--- src/rtl/muldiv_sched_pkg.sv ---
// Shared definitions for the RV32M multiply/divide scheduler: funct3 codes and FSM states.
package muldiv_sched_pkg;

   localparam logic [2:0] F3_MUL    = 3'b000;
   localparam logic [2:0] F3_MULH   = 3'b001;
   localparam logic [2:0] F3_MULHSU = 3'b010;
   localparam logic [2:0] F3_MULHU  = 3'b011;
   localparam logic [2:0] F3_DIV    = 3'b100;
   localparam logic [2:0] F3_DIVU   = 3'b101;
   localparam logic [2:0] F3_REM    = 3'b110;
   localparam logic [2:0] F3_REMU   = 3'b111;

   typedef enum logic [1:0] {
      MD_IDLE = 2'd0,
      MD_RUN0 = 2'd1,
      MD_RUN1 = 2'd2,
      MD_DONE = 2'd3
   } md_state_e;

   function automatic logic is_mul(input logic [2:0] op);
      return ~op[2];
   endfunction

endpackage

--- src/rtl/muldiv_core.sv ---
// Iterative shift-add multiplier / restoring divider on operand magnitudes with sign fix-up.
// MULDIV_FAST_MUL_EN: multiplies finish on the start edge with a full-width multiplier.
module muldiv_core
   import muldiv_sched_pkg::*;
#(
   parameter int XLEN  = 32,
   parameter int CNT_W = 6
) (
   input  logic            clk_i,
   input  logic            rst_i,
   input  logic            start_i,
   input  logic [2:0]      op_i,
   input  logic [XLEN-1:0] a_i,
   input  logic [XLEN-1:0] b_i,
   output logic            busy_o,
   output logic [XLEN-1:0] result_o
);

   logic [CNT_W-1:0]  r_cnt;
   logic [2:0]        r_op;
   logic              r_neg;
   logic [XLEN:0]     r_hi;
   logic [XLEN-1:0]   r_lo;
   logic [XLEN-1:0]   r_m;

   logic              w_a_sgn, w_b_sgn, w_a_neg, w_b_neg, w_neg;
   logic [XLEN-1:0]   w_a_mag, w_b_mag;
   logic [2*XLEN:0]   w_ld;
   logic [CNT_W-1:0]  w_ld_cnt;
   logic [2*XLEN-1:0] w_prod, w_sprod;
   logic [XLEN-1:0]   w_qr, w_sqr;

   // One iteration on {hi, lo}: multiply adds m on lo[0] and shifts right,
   // divide shifts left and keeps the trial subtract when it does not borrow.
   function automatic logic [2*XLEN:0] step(input logic div, input logic [XLEN:0] hi,
                                            input logic [XLEN-1:0] lo, input logic [XLEN-1:0] m);
      logic [XLEN:0] sum, sh, trial;
      sum   = hi + (lo[0] ? {1'b0, m} : '0);
      sh    = {hi[XLEN-1:0], lo[XLEN-1]};
      trial = sh - {1'b0, m};
      if (!div)
         return {1'b0, sum[XLEN:1], sum[0], lo[XLEN-1:1]};
      return {(trial[XLEN] ? sh : trial), lo[XLEN-2:0], ~trial[XLEN]};
   endfunction

   assign w_a_sgn = (op_i == F3_MUL) | (op_i == F3_MULH) | (op_i == F3_MULHSU) |
                    (op_i == F3_DIV) | (op_i == F3_REM);
   assign w_b_sgn = (op_i == F3_MUL) | (op_i == F3_MULH) | (op_i == F3_DIV) | (op_i == F3_REM);
   assign w_a_neg = w_a_sgn & a_i[XLEN-1];
   assign w_b_neg = w_b_sgn & b_i[XLEN-1];
   assign w_a_mag = w_a_neg ? -a_i : a_i;
   assign w_b_mag = w_b_neg ? -b_i : b_i;
   // Divide-by-zero quotient stays all-ones, so it is never negated.
   assign w_neg   = is_mul(op_i) ? (w_a_neg ^ w_b_neg) :
                    op_i[1]      ? w_a_neg : ((w_a_neg ^ w_b_neg) & (|b_i));

   // The start edge already performs the first iteration.
   always_comb begin
      w_ld     = step(op_i[2], '0, w_a_mag, w_b_mag);
      w_ld_cnt = CNT_W'(XLEN - 1);
`ifdef MULDIV_FAST_MUL_EN
      if (is_mul(op_i)) begin
         w_ld     = {1'b0, (2*XLEN)'(w_a_mag) * (2*XLEN)'(w_b_mag)};
         w_ld_cnt = '0;
      end
`endif
   end

   always_ff @(posedge clk_i) begin
      if (rst_i) begin
         r_cnt <= '0;
         r_op  <= '0;
         r_neg <= 1'b0;
         r_hi  <= '0;
         r_lo  <= '0;
         r_m   <= '0;
      end else if (start_i) begin
         r_op          <= op_i;
         r_neg         <= w_neg;
         r_m           <= w_b_mag;
         {r_hi, r_lo}  <= w_ld;
         r_cnt         <= w_ld_cnt;
      end else if (r_cnt != '0) begin
         {r_hi, r_lo}  <= step(r_op[2], r_hi, r_lo, r_m);
         r_cnt         <= r_cnt - 1'b1;
      end
   end

   assign w_prod   = {r_hi[XLEN-1:0], r_lo};
   assign w_sprod  = r_neg ? -w_prod : w_prod;
   assign w_qr     = r_op[1] ? r_hi[XLEN-1:0] : r_lo;
   assign w_sqr    = r_neg ? -w_qr : w_qr;
   assign busy_o   = (r_cnt != '0);
   assign result_o = r_op[2]            ? w_sqr :
                     (r_op[1:0] == 2'b00) ? w_sprod[XLEN-1:0] : w_sprod[2*XLEN-1:XLEN];

endmodule

--- src/rtl/muldiv_sched.sv ---
// Shares one muldiv_core between execute slots 0 and 1; slot 0 is served first.
// MULDIV_FAST_MUL_EN: multiplies hold the RUN state for a single counted cycle.
module muldiv_sched
   import muldiv_sched_pkg::*;
#(
   parameter int XLEN  = 32,
   parameter int CNT_W = 6
) (
   input  logic            clk_i,
   input  logic            rst_i,
   input  logic            req0_i,
   input  logic [2:0]      op0_i,
   input  logic [XLEN-1:0] a0_i,
   input  logic [XLEN-1:0] b0_i,
   input  logic            req1_i,
   input  logic [2:0]      op1_i,
   input  logic [XLEN-1:0] a1_i,
   input  logic [XLEN-1:0] b1_i,
   input  logic            flush_i,
   output logic            stall_o,
   output logic [XLEN-1:0] res0_o,
   output logic [XLEN-1:0] res1_o,
   output logic            done_o
);

   md_state_e         r_state, w_state_nxt;
   logic [CNT_W-1:0]  r_cnt, w_cnt_ld;
   logic [XLEN-1:0]   r_res0, r_res1;

   logic              w_load0, w_load1, w_hand, w_lat0, w_lat1, w_done, w_stall;
   logic              w_start, w_busy, w_last;
   logic [2:0]        w_op;
   logic [XLEN-1:0]   w_a, w_b, w_result;

   assign w_start = w_load0 | w_load1;
   assign w_op    = w_load1 ? op1_i : op0_i;
   assign w_a     = w_load1 ? a1_i  : a0_i;
   assign w_b     = w_load1 ? b1_i  : b0_i;
   assign w_last  = (r_cnt == '0) && !w_busy;

   muldiv_core #(.XLEN(XLEN), .CNT_W(CNT_W)) u_core (
      .clk_i    (clk_i),
      .rst_i    (rst_i),
      .start_i  (w_start),
      .op_i     (w_op),
      .a_i      (w_a),
      .b_i      (w_b),
      .busy_o   (w_busy),
      .result_o (w_result)
   );

   // Slot 1 starts on the edge that retires slot 0, so its count is one shorter.
   always_comb begin
      w_cnt_ld = CNT_W'(XLEN);
`ifdef MULDIV_FAST_MUL_EN
      if (is_mul(w_op)) w_cnt_ld = CNT_W'(1);
`endif
      if (w_hand) w_cnt_ld = w_cnt_ld - 1'b1;
   end

   always_comb begin
      w_state_nxt = r_state;
      w_load0     = 1'b0;
      w_load1     = 1'b0;
      w_hand      = 1'b0;
      w_lat0      = 1'b0;
      w_lat1      = 1'b0;
      w_done      = 1'b0;
      w_stall     = 1'b0;
      case (r_state)
         MD_IDLE: begin
            w_stall = req0_i | req1_i;
            if (req0_i) begin
               w_load0     = 1'b1;
               w_state_nxt = MD_RUN0;
            end else if (req1_i) begin
               w_load1     = 1'b1;
               w_state_nxt = MD_RUN1;
            end
         end
         MD_RUN0: begin
            w_stall = 1'b1;
            if (w_last) begin
               w_lat0 = 1'b1;
               if (req1_i) begin
                  w_load1     = 1'b1;
                  w_hand      = 1'b1;
                  w_state_nxt = MD_RUN1;
               end else begin
                  w_state_nxt = MD_DONE;
               end
            end
         end
         MD_RUN1: begin
            w_stall = 1'b1;
            if (w_last) begin
               w_lat1      = 1'b1;
               w_state_nxt = MD_DONE;
            end
         end
         MD_DONE: begin
            w_done      = 1'b1;
            w_state_nxt = MD_IDLE;
         end
         default: w_state_nxt = MD_IDLE;
      endcase
      // A flush beats completion landing in the same cycle.
      if (flush_i) begin
         w_state_nxt = MD_IDLE;
         w_load0     = 1'b0;
         w_load1     = 1'b0;
         w_hand      = 1'b0;
         w_lat0      = 1'b0;
         w_lat1      = 1'b0;
         w_done      = 1'b0;
      end
   end

   always_ff @(posedge clk_i) begin
      if (rst_i) begin
         r_state <= MD_IDLE;
         r_cnt   <= '0;
         r_res0  <= '0;
         r_res1  <= '0;
      end else begin
         r_state <= w_state_nxt;
         if (w_start)            r_cnt <= w_cnt_ld;
         else if (flush_i)       r_cnt <= '0;
         else if (r_cnt != '0)   r_cnt <= r_cnt - 1'b1;
         if (w_lat0) r_res0 <= w_result;
         if (w_lat1) r_res1 <= w_result;
      end
   end

   assign stall_o = w_stall;
   assign done_o  = w_done;
   assign res0_o  = r_res0;
   assign res1_o  = r_res1;

endmodule

--- config.mk ---
export PLATFORM = sky130hd
export DESIGN_NAME = muldiv_sched
export DESIGN_NICKNAME = d
export VERILOG_FILES = /design/src/rtl/muldiv_sched_pkg.sv /design/src/rtl/muldiv_core.sv /design/src/rtl/muldiv_sched.sv
export SDC_FILE = /design/constraint.sdc
export NUM_CORES = 1
export LEC_CHECK = 0
export ABC_CLOCK_PERIOD_IN_PS = 8700
export BUFFER_PORTS_ARGS = -buffer_cell sky130_fd_sc_hd__buf_4
export CORE_AREA = 5 5 217 167
export CTS_CLUSTER_DIAMETER = 60
export DETAILED_ROUTE_END_ITERATION = 16
export DIE_AREA = 0 0 222 172
export PLACE_DENSITY = 0.86
export SETUP_SLACK_MARGIN = 0.3
export SYNTH_ARGS = -nofsm -noshare
export SYNTH_HDL_FRONTEND = slang
export SYNTH_HIERARCHICAL = 1
export SYNTH_SLANG_ARGS = --single-unit
--- constraint.sdc ---
create_clock -name clk_i -period 8.7 [get_ports clk_i]
set_clock_uncertainty 0.1 [all_clocks]
set_input_delay 0.87 -clock clk_i [delete_from_list [all_inputs] [get_ports clk_i]]
set_output_delay 0.87 -clock clk_i [all_outputs]
set_load 0.05 [all_outputs]
==> results of run 1 <==
-- worst max-delay path, stage by stage, from the launching register on --
cell and delay [ps]:
dfxtp_1 350, nor3_1 280, and3b_1 250, inv_2 60, nor3b_4 370, nand3_1 190
a21oi_4 210, buf_12 160, mux2_2 380, or4_1 550, or3_1 380, or4_1 470
nor4_2 430, nand2_1 220, o41ai_1 350, nand2_1 140, ha_1 200, inv_1 70
ha_1 130, a21boi_0 190, o221ai_1 190, nor4b_1 350, and4_1 230, nand4_1 240
or3_1 680, o211a_1 260, a211oi_2 190
-- metrics by stage --
stage,hold WS (ps),total power [mW],instances
floorplan,345,3.19,2595
global placement,340,3.88,3072
detailed placement,346,3.95,3072
CTS,357,4.77,3104
global route,372,5.17,3107
finish,353,4.92,3107
-- path summary, 6_finish.rpt --
| path | slack (ps) | from | endpoint |
|---|---|---|---|
| worst max-delay path | 1000 | u_core/r_cnt[2]$_SDFFE_PP0P_ | u_core/r_hi[11]$_SDFFE_PP0P_ |
| worst max register to register | 1000 | u_core/r_cnt[2]$_SDFFE_PP0P_ | u_core/r_hi[11]$_SDFFE_PP0P_ |
| worst min-delay path | 350 | res1_o[5]$_SDFFE_PP0P_ | res1_o[5]$_SDFFE_PP0P_ |
| worst min register to register | 350 | res1_o[5]$_SDFFE_PP0P_ | res1_o[5]$_SDFFE_PP0P_ |
-- cells in the mapped netlist (all sizes together), types with 37 or more instances --
| library cell | number |
|---|---|
| mux2i | 86 |
| o211ai | 38 |
| a21oi | 273 |
| nand3 | 48 |
| inv | 68 |
| a211oi | 63 |
| nand2 | 312 |
| dfxtp | 179 |
| nor2 | 286 |
| buf | 44 |
| a31oi | 37 |
| mux2 | 82 |
| nor3 | 72 |
| xnor2 | 78 |
| xor2 | 60 |
| ha | 80 |
| o21ai | 164 |
| clkbuf | 161 |
-- final cells by class --
| cell class | instances | area share (%) |
|---|---|---|
| repair buffers | 228 | 8.49 |
| well taps | 457 | 2.80 |
| clock inverters | 15 | 0.877 |
| multi-input cells | 2140 | 66.9 |
| clock buffers | 17 | 2.08 |
| inverters | 71 | 1.31 |
| flip-flops and latches | 179 | 17.6 |
-- power breakdown --
group	internal [mW]	total (mW)	switching [mW]
registers	0.927	1.25	0.323
clock network	0.393	0.814	0.422
logic	1.08	2.85	1.78
-- flip-flops by register name, indices dropped and copies added (netlist names), 2 cells and up --
register and cells:
u_core/r_cnt 6, u_core/r_m 32, u_core/r_hi 33, u_core/r_op 3
r_state 2, res0_o 32, u_core/r_lo 32, r_cnt 6
res1_o 32
-- metal layers --
layer  routed length [um]  part of all wire [%]  GRT usage (%)  vias to the layer above
met5                    0                     0              0                        -
met4                 2210                   3.3           10.3                        0
met3                 9810                    14           10.9                      186
met2                28200                    41           50.0                     1436
met1                27800                    41           46.1                     9645
li1                     -                     -              -                     9508
-- cell families after synthesis --
kind of cell | after synthesis | share of synthesized area [%]
flops | 179 | 19.6
mux | 168 | 9.74
simple gates | 925 | 23.5
compound gates | 827 | 28.7
xor+xnor | 138 | 6.64
buf+inv | 276 | 6.15
fa+ha+maj | 82 | 5.68
-- what timing repair did --
action | in CTS | in global routing
gates resized for setup | 0 | 4
setup endpoints to repair | 0 | 14
setup buffers | 0 | 3
==> summary.md, run 1 <==
| Metric | Value |
|---|---|
| Run status | `finished, final reports clean` |
| CTS buffer count | `17` |
| First-pass GRT wire length | `104 mm` |
| HP Class | `flop to flop` |
| Clk_lat worst skew | `470 ps` |
| Number of DRC markers in iteration 0 | `3332` |
| Endpoint class of the critical path | `flop` |
| Placement Cell Area | `19800 sq um` |
| Worst Setup Start Kind | `flop` |
| Required time of the critical path | `8970 ps` |
| FF/Latch Area | `3590 sq um` |
| Hold Buf Count CTS | `0` |
| Largest net degree at the start of global routing | `86` |
| Slew @ Worst Pin | `1230 ps` |
| Synthesis Warnings | `6` |
| Vias in the first global route | `18800` |
| TritonCTS clock tree | `done` |
| Worst VDD drop | `0.256 mV` |
| Finish-stage setup viols | `0` |
| Hpwl dp | `50.4 mm` |
| Max-cap violations | `0` |
| Post-synthesis sequential area ratio | `19.6%` |
| Final hold violation count | `0` |
| Pre-antenna DRT Iters | `6` |
| Die width | `222 um` |
| Leakage | `7.83 nW` |
| Fraction of layout cells with a size suffix above 1 | `13.6%` |
| Yosys reg bits | `179` |
| Number of routed nets with antenna violations | `0` |
| PortBufs | `204` |
| Total track usage | `33.4%` |
| Net count after synthesis | `2816` |
| Io pins | `205` |
| Crit path arrival time | `7970 ps` |
| Die footprint | `38200 sq um` |
| Mapped cell area | `18300 sq um` |
| Worst rel slew slack | `18.3%` |
| Max Root-Sink Buffers | `2` |
| Dominant register cell in the synthesized netlist | `dfxtp_1` |
| Place WS | `834 ps` |
| Final min period | `7700 ps` |
| Post-route setup slack | `995 ps` |
| Post-synth top area cell | `dfxtp_1` |
| Root cell of the clock tree | `clkbuf_16` |
| Most common cell after layout, fill and taps aside | `nand2_1` |
| Area of the multi-input gates | `13600 sq um` |
| Pwr per Cell Area | `241 nW/um^2` |
| Unique masters post-synth | `91` |
| Nets | `2858` |
| CTS HTree Levels | `4` |
| Final global-route overflow total | `0` |
| Vias per cell | `6.69` |
| CP Class | `flop to flop` |
| Pins Over Slew Limit | `0` |
| Post-synth EDFFs | `0` |
| CORE AREA | `34000 sq um` |
| Fin area | `20400 sq um` |
| Synth Area per Inst | `7.06 sq um` |
| Remaining routing DRC violations | `0` |
| Cells after Synth | `2595` |
| Clk pin slew, worst setup/hold paths | `80 ps` |
| Final design utilization | `60.1%` |
| Clock Sinks | `179` |
| Setup Total Neg Slack | `0 ps` |
| Hold Path Stages | `2` |
| Largest cells by area after synthesis | `dfxtp_1 20%, a21oi_1 7.4%, nand2_1 6.4%` |
| Fmax | `130 MHz` |
| Final GP Congestion | `1.06` |
| Final period util | `88.6%` |
| R2r worst-path depth | `26` |
| FFs w/ async S/R, synth | `0%` |
| Layout area overhead | `11.4%` |
| CP max FO | `14` |
| Unrepaired setup endpoints after global routing | `false` |
| Initial Util | `54.0%` |
| Top cell type's share of synthesized area | `19.6%` |
| Die Y-Extent | `172 um` |
| DR vias | `20800` |
| Row Count | `59` |
| Antenna violations before repair | `0` |
| Commonest non-fill, non-tap cells in the layout | `312 x nand2_1, 285 x nor2_1, 272 x a21oi_1` |
| Total Wirelength | `68.0 mm` |
| Fillers | `3096` |
| Routed len/inst | `21.9 um` |
| Diode count | `0` |
No activity file was read; power rests on OpenSTA's default activity.
==> run 2: changes to the inputs <==
- ABC_CLOCK_PERIOD_IN_PS: 8700 -> default
- CORE_AREA: 5 5 217 167 -> 5 5 237 181
- DIE_AREA: 0 0 222 172 -> 0 0 242 186
- PLACE_DENSITY: 0.86 -> 0.76
==> run 2 against run 1 <==
Fmax is 0.45% lower. Critical path depth stayed put. First-iteration DRC count is 16% lower. Final cell count is 2.6% higher. Worst setup slack worse by 35 ps. Critical endpoint is now u_core/r_hi[27]$_SDFFE_PP0P_. Largest cell class unchanged.
==> summary.md, run 2 (synthesis gave the netlist of run 1 again) <==
| Metric | Value |
|---|---|
| Root cell of the clock tree | `clkbuf_16` |
| Final global-route overflow total | `0` |
| Endpoint class of the critical path | `flop` |
| Worst VDD drop | `0.143 mV` |
| Slew @ Worst Pin | `970 ps` |
| Routed len/inst | `21.3 um` |
| Final min period | `7740 ps` |
| Slowest-stage cell, CP | `or3_1` |
| Final period util | `89.0%` |
| Remaining routing DRC violations | `0` |
| PortBufs | `204` |
| CTS buffer count | `17` |
| Initial Util | `45.4%` |
| Most common cell after layout, fill and taps aside | `nand2_1` |
| Max-cap violations | `0` |
| Number of routed nets with antenna violations | `0` |
| DR vias | `20400` |
| WP buf/inv | `4` |
| TritonCTS clock tree | `done` |
| Fillers | `3980` |
| Unrepaired setup endpoints after global routing | `false` |
| Clock Sinks | `179` |
| Max FFs per register | `33` |
| Pins Over Slew Limit | `0` |
| Max Root-Sink Buffers | `2` |
| Hpwl dp | `51.3 mm` |
| Run status | `finished, final reports clean` |
| Clk_lat worst skew | `460 ps` |
| Number of DRC markers in iteration 0 | `2813` |
| Commonest non-fill, non-tap cells in the layout | `312 x nand2_1, 285 x nor2_1, 272 x a21oi_1` |
| Io pins | `205` |
| First-pass GRT wire length | `105 mm` |
| Worst rel slew slack | `35.3%` |
| Setup Total Neg Slack | `0 ps` |
| Total Wirelength | `67.7 mm` |
| Largest net degree at the start of global routing | `85` |
| CP Class | `flop to flop` |
| Net Sw Frac | `50.7%` |
| Die Y-Extent | `186 um` |
| CORE AREA | `40400 sq um` |
| Die footprint | `45000 sq um` |
| Layout area overhead | `12.0%` |
| Top reg by flops | `u_core/r_hi` |
| Max stage delay on crit path | `660 ps` |
| Fmax | `129 MHz` |
| Crit path arrival time | `8010 ps` |
| Nets | `2865` |
| Pwr per Cell Area | `238 nW/um^2` |
| Vias in the first global route | `18800` |
| # Post-CTS Setup Buffers | `0` |
| Hold Buf Count CTS | `0` |
| Placement Cell Area | `19900 sq um` |
| Fraction of layout cells with a size suffix above 1 | `13.8%` |
| Pre-antenna DRT Iters | `7` |
| Die width | `242 um` |
| Sequential share of power | `25.0%` |
| Top delay family on crit path | `simple AND/OR/NAND/NOR gates` |
| Clock power frac | `16.2%` |
| Worst Setup Start Kind | `flop` |
| Finish-stage setup viols | `0` |
| Row Count | `64` |
| Vias per cell | `6.39` |
| Final GP Congestion | `1.00` |
| CP max FO | `58` |
| Internal | `2.41 mW` |
| Required time of the critical path | `8970 ps` |
| Final hold violation count | `0` |
| Total track usage | `28.5%` |
| Post_cts resized | `0` |
| HP Class | `flop to flop` |
| Net Sw Power | `2.48 mW` |
| Logic pwr share | `58.8%` |
| CTS HTree Levels | `4` |
| Clk pin slew, worst setup/hold paths | `90 ps` |
| Antenna violations before repair | `1` |
| Fin area | `20500 sq um` |
| Leakage | `7.86 nW` |
## run 2: power groups by stage
stage,registers [mW],logic [mW],clock network (mW)
after floorplan,1.03,2.16,0
after global placement,1.21,2.71,0
after detailed placement,1.22,2.76,0
after CTS,1.20,2.78,0.805
after global routing,1.23,3.10,0.840
final,1.22,2.87,0.791
## run 2: cell type report
type	count	area [sq um]	share of cell area [%]
inverter	71	267	1.30
antenna	2	5.00	0.0244
tap	528	661	3.22
timing repair buffer	235	1760	8.60
clock buffer	17	425	2.07
multi-input combinational	2140	13600	66.4
clock inverter	15	178	0.866
sequential	179	3590	17.5
## run 2: path summary, 6_finish.rpt
| kind | start | end | slack (ps) | cells past startpoint |
|---|---|---|---|---|
| setup / recovery | u_core/r_cnt[2]$_SDFFE_PP0P_ | u_core/r_hi[27]$_SDFFE_PP0P_ | 960 | 26 |
| hold / removal | res1_o[22]$_SDFFE_PP0P_ | res1_o[22]$_SDFFE_PP0P_ | 350 | 2 |
| setup reg to reg | u_core/r_cnt[2]$_SDFFE_PP0P_ | u_core/r_hi[27]$_SDFFE_PP0P_ | 960 | 26 |
| hold reg to reg | res1_o[22]$_SDFFE_PP0P_ | res1_o[22]$_SDFFE_PP0P_ | 350 | 2 |
## run 2: per-stage QoR
stage	total power, mW	utilization (%)	setup WS, ps	hold slack (ps)	cells
global route	5.17	50.8	493	379	3185
detailed placement	3.98	49.3	1120	348	3153
floorplan	3.19	-	1540	345	2595
global placement	3.92	49.3	1340	342	3153
finish	4.89	50.9	961	352	3187
CTS	4.79	50.8	1080	357	3185
## run 2: worst register-to-register path, cell delays in order, from the launching register on
cell	delay (ps)
dfxtp_1	340
nor3_1	250
and3b_1	230
inv_2	60
nor3b_4	330
nand3_1	180
a21oi_4	380
buf_4	660
mux2_2	460
inv_1	170
nand4_1	260
or4_1	600
nor4_2	390
nand2_1	200
o41ai_1	350
nand2_1	160
ha_1	210
inv_1	60
ha_1	140
a21boi_0	170
o221ai_1	130
nor4b_1	290
and4_1	220
nand4_1	210
or3_1	660
o21a_1	220
a211oi_1	240
## run 2: layer usage
| metal | wire length (um) | up-vias | GRT usage, % |
|---|---|---|---|
| met4 | 1580 | 0 | 7.16 |
| met5 | 0 | - | 0 |
| met3 | 7790 | 117 | 7.41 |
| li1 | - | 9541 | - |
| met2 | 28300 | 1191 | 43.5 |
| met1 | 30100 | 9527 | 40.4 |
